File: src/rtl/freq_div_if.sv
`timescale 1ns/1ps
// Bundle of the four divided clock outputs of freq_div.
// Combinational fan-out only; no handshake or backpressure.
interface freq_div_if;
  logic clk_out_2x;
  logic clk_out_3x;
  logic clk_out_4x;
  logic clk_out_5x;

  modport master (output clk_out_2x, output clk_out_3x, output clk_out_4x, output clk_out_5x);
  modport slave  (input  clk_out_2x, input  clk_out_3x, input  clk_out_4x, input  clk_out_5x);
endinterface

File: src/rtl/freq_div.sv
`timescale 1ns/1ps
// Fixed /2 /3 /4 /5 clock divider, 50% duty; all outputs rise together on the first edge after reset.
// Outputs change on the edge itself (no added latency); free-running, no backpressure.
module freq_div (
  input  logic       clk_in,
  input  logic       rst,
  freq_div_if.master div
);

  logic [1:0] c4;
  logic [1:0] c3;
  logic [2:0] c5;
  logic       p2;
  logic       p4;
  logic       p3;
  logic       n3;
  logic       p5;
  logic       n5;
  logic [1:0] c3_nxt;
  logic [2:0] c5_nxt;

  // Any out-of-range count (c3 = 3, c5 = 5..7) falls back to 0.
  always_comb begin
    c3_nxt = (c3 >= 2'd2) ? 2'd0 : c3 + 2'd1;
    c5_nxt = (c5 >= 3'd4) ? 3'd0 : c5 + 3'd1;
  end

  always_ff @(posedge clk_in or negedge rst) begin
    if (!rst) begin
      c4 <= 2'd0;
      c3 <= 2'd0;
      c5 <= 3'd0;
      p2 <= 1'b0;
      p4 <= 1'b0;
      p3 <= 1'b0;
      p5 <= 1'b0;
    end else begin
      c4 <= c4 + 2'd1;
      c3 <= c3_nxt;
      c5 <= c5_nxt;
      p2 <= ~p2;
      if (!c4[0]) begin
        p4 <= ~p4;
      end
      p3 <= (c3 == 2'd0);
      p5 <= (c5 < 3'd2);
    end
  end

  // Falling-edge copies stretch the odd-ratio high phase by half a cycle.
  always_ff @(negedge clk_in or negedge rst) begin
    if (!rst) begin
      n3 <= 1'b0;
      n5 <= 1'b0;
    end else begin
      n3 <= p3;
      n5 <= p5;
    end
  end

  assign div.clk_out_2x = p2;
  assign div.clk_out_4x = p4;
  assign div.clk_out_3x = p3 | n3;
  assign div.clk_out_5x = p5 | n5;

endmodule

File: src/flat_wrapper.sv
// flat-port wrapper written by rule: the top's interface ports become plain ports
module freq_div_flat 
  (clk_in, rst, div_clk_out_2x, div_clk_out_3x, div_clk_out_4x, div_clk_out_5x);
  freq_div_if div_i ();
  input  logic clk_in;
  input  logic rst;
  output wire logic [$bits(div_i.clk_out_2x)-1:0] div_clk_out_2x;
  output wire logic [$bits(div_i.clk_out_3x)-1:0] div_clk_out_3x;
  output wire logic [$bits(div_i.clk_out_4x)-1:0] div_clk_out_4x;
  output wire logic [$bits(div_i.clk_out_5x)-1:0] div_clk_out_5x;
  assign div_clk_out_2x = div_i.clk_out_2x;
  assign div_clk_out_3x = div_i.clk_out_3x;
  assign div_clk_out_4x = div_i.clk_out_4x;
  assign div_clk_out_5x = div_i.clk_out_5x;
  freq_div u_core (.clk_in(clk_in), .rst(rst), .div(div_i));
endmodule
File: config.mk
export PLATFORM = sky130hd
export DESIGN_NAME = freq_div_flat
export DESIGN_NICKNAME = d
export VERILOG_FILES = /design/src/rtl/freq_div_if.sv /design/src/rtl/freq_div.sv /design/src/flat_wrapper.sv
export SDC_FILE = /design/constraint.sdc
export NUM_CORES = 1
export LEC_CHECK = 0
export CORE_AREA = 2 2 39 41
export CTS_CLUSTER_DIAMETER = 150
export DETAILED_ROUTE_END_ITERATION = 10
export DIE_AREA = 0 0 41 43
export GPL_TIMING_DRIVEN = 0
export PLACE_DENSITY_LB_ADDON = 0.25
export SLEW_MARGIN = 5
export SYNTH_ARGS = -nofsm -noshare
export SYNTH_HDL_FRONTEND = slang
export SYNTH_SLANG_ARGS = --single-unit
File: constraint.sdc
create_clock -name clk_in -period 1.9 [get_ports clk_in]
set_input_delay 0.38 -clock clk_in [delete_from_list [all_inputs] [get_ports clk_in]]
set_output_delay 0.38 -clock clk_in [all_outputs]
set_load 0.01 [all_outputs]
==> results.cfg <==
[outcome]
outcome = finished with violations
failed_checks = negative setup slack

[finish]
fillerInstances = 146
drive_above_1_share = 0.188
fin_util = 0.315
syn_to_final_growth_pct = 24.7
insertedDiodeCount = 0
final_common_cell = dfrtp_1
finish.net_count = 36
design_area_um2 = 435
final_cell_mix = dfrtp_1, nor2_1, clkbuf_4, clkdlybuf4s50_1

[sta]
max_slew_margin = 0.684
hold_viol = 0
slew_viol_final = 0
fin_hold_ws_ns = 0.413
setup_violations = 2
worstMarginPinSlew_ns = 0.473
fin_worst_skew_ns = 0.00841
setup_slack_ns = -0.346
rsz0062_at_grt = true

[power]
power_frac_comb = 0.015
switching_share = 0.197
power.density_nw_per_um2 = 907
leakagePower_nw = 0.219
power_uw = 395
pwr-share-clk = 0.391
p_int_uw = 317
power.share.sequential = 0.593
power.switching_uw = 77.6
ir_drop_uv = 322

[placed_design]
place.port_buffers = 5
dp_slack_ns = -0.415
dp_hpwl_um = 319
gp_congestion = 0.606
placed_cell_area_um2 = 419

[detailed_routing]
top_layer = met3
met1_length_um = 210
dr_wl_met2_um = 192
vias = 181
drtIter0Drc = 0
first_pass_iters = 1
antenna_left = 0
wl_met3_um = 34
routedWlPerCell_um = 9.13
wirelength_um = 438
post_drt_via_cell_ratio = 3.77
drcViolationCount = 0

[grt]
grt_max_degree = 12
overflow = 0
grt_pass1_wl_um = 779
antenna_found_initial = 0
grt_usage = 0.0735
grt_pass1_vias = 186

[hold_path]
hold_class = reg -> reg
min_from = u_core.div.clk_out_2x
holdPathEnd = u_core.div.clk_out_2x
hold_depth = 1

[critical_path]
r2r_slack_ns = 0.40
crit_buf_inv = 1
path_cells = or2_1 > buf_2
path_delay_family = flip-flops
slowest_stage = dfrtn_1
critical_path_required_ns = 1.52
timing.rr.end = u_core.n3
cp_max_fo = 1
path_class = reg -> out
cp.depth = 2
r2r_start = u_core.c3[0]
arrival_ns = 1.87
worstRegToRegCells = 0
start_kind = flop
end_kind = output pin
crit_path_max_incr_delay_ns = 0.32

[floorplan]
die_h_um = 43
coreArea_um2 = 1380
rows = 14
initial_utilization = 0.252
io_pins = 6
die_area_um2 = 1760
dieWidth_um = 41

[clock_tree]
cts_tree = built
clock_path_buffers = 2
numCtsBuffers = 3
numClockSinks = 11
clkSlewWorstSetupHoldPaths_ns = 0.07
root_buffer = clkbuf_4
clk_latency_ns = 0.27
cts_max_level = 1

[synthesis]
syn_area_per_cell_um2 = 15.2
yosysSeqAreaShare = 0.789
synth_cells = 23
yosys_warnings = 0
yosysUniqueCellTypes = 9
ys_seq_elements = 11
syn-num-nets = 26
netlist_area_um2 = 349

[flow_run]
maxCapViolCount = 0
## worst max-delay path by stage
stage / start / endpoint / slack (ns)
after floorplan: u_core.n5 / div_clk_out_5x / 0.02
after global placement: u_core.n5 / div_clk_out_5x / -0.42
after detailed placement: u_core.n5 / div_clk_out_5x / -0.42
after CTS: u_core.n3 / div_clk_out_3x / -0.36
after global routing: u_core.n5 / div_clk_out_5x / -0.39
final: u_core.n3 / div_clk_out_3x / -0.35
## power groups by stage
stage / logic (mW) / registers (mW) / clock network (mW)
6_report: 0.00598 / 0.234 / 0.155
5_1_grt: 0.00735 / 0.234 / 0.167
4_1_cts: 0.00653 / 0.234 / 0.161
3_5_place_dp: 0.00654 / 0.239 / 0
3_3_place_gp: 0.00589 / 0.239 / 0
2_1_floorplan: 0.0000000523 / 0.239 / 0
## per-stage QoR
stage                     cells  TNS (ns)
final                        48    -0.686
after global routing         48    -0.770
after CTS                    48    -0.715
after detailed placement     44    -0.962
after global placement       44    -0.819
after floorplan              23         0
## final cells by class
cell class / count / area [um^2] / share of cell area
Inverter: 2 / 7.51 / 0.0172
Multi-Input combinational cell: 10 / 66.3 / 0.152
Clock buffer: 4 / 26.3 / 0.0603
Sequential cell: 11 / 275 / 0.632
Tap cell: 16 / 20.0 / 0.0460
Timing Repair Buffer: 5 / 40.0 / 0.0920
## cell families after synthesis
group                      share of synthesized area
xor gates and xnor gates                      0.0251
adders and majority gates                     0.0358
DFF                                            0.789
buffers and inverters                         0.0215
and+or+nand+nor                                0.129
## synthesized netlist by cell type, drive strengths merged
master | count | area [um^2]
ha | 1 | 12.5
or2 | 2 | 12.5
dfrtn | 2 | 50.1
and2b | 1 | 8.76
nor2b | 2 | 12.5
xnor2 | 1 | 8.76
inv | 2 | 7.51
dfrtp | 9 | 225
nor2 | 3 | 11.3
## repair_timing
item                                    4_1_cts  5_1_grt
resized for setup                             8        0
pin swaps                                     1        0
endpoints found under the setup margin        2        2
setup buffers                                 0        0
hold buffers                                  0        0
## registers in the layout (all words and copies together), names as in the netlist
name	flops
u_core.c3	2
u_core.div.clk_out_2x	1
u_core.n5	1
u_core.c5	3
u_core.n3	1
u_core.p5	1
u_core.div.clk_out_4x	1
u_core.c4	1
## routing by layer
metal / track usage / vias up
li1: - / 87
met2: 0.0844 / 5
met4: 0.0800 / 0
met1: 0.0918 / 89
met3: 0.0314 / 0
met5: 0 / -
No activity file was read; power rests on OpenSTA's default activity.
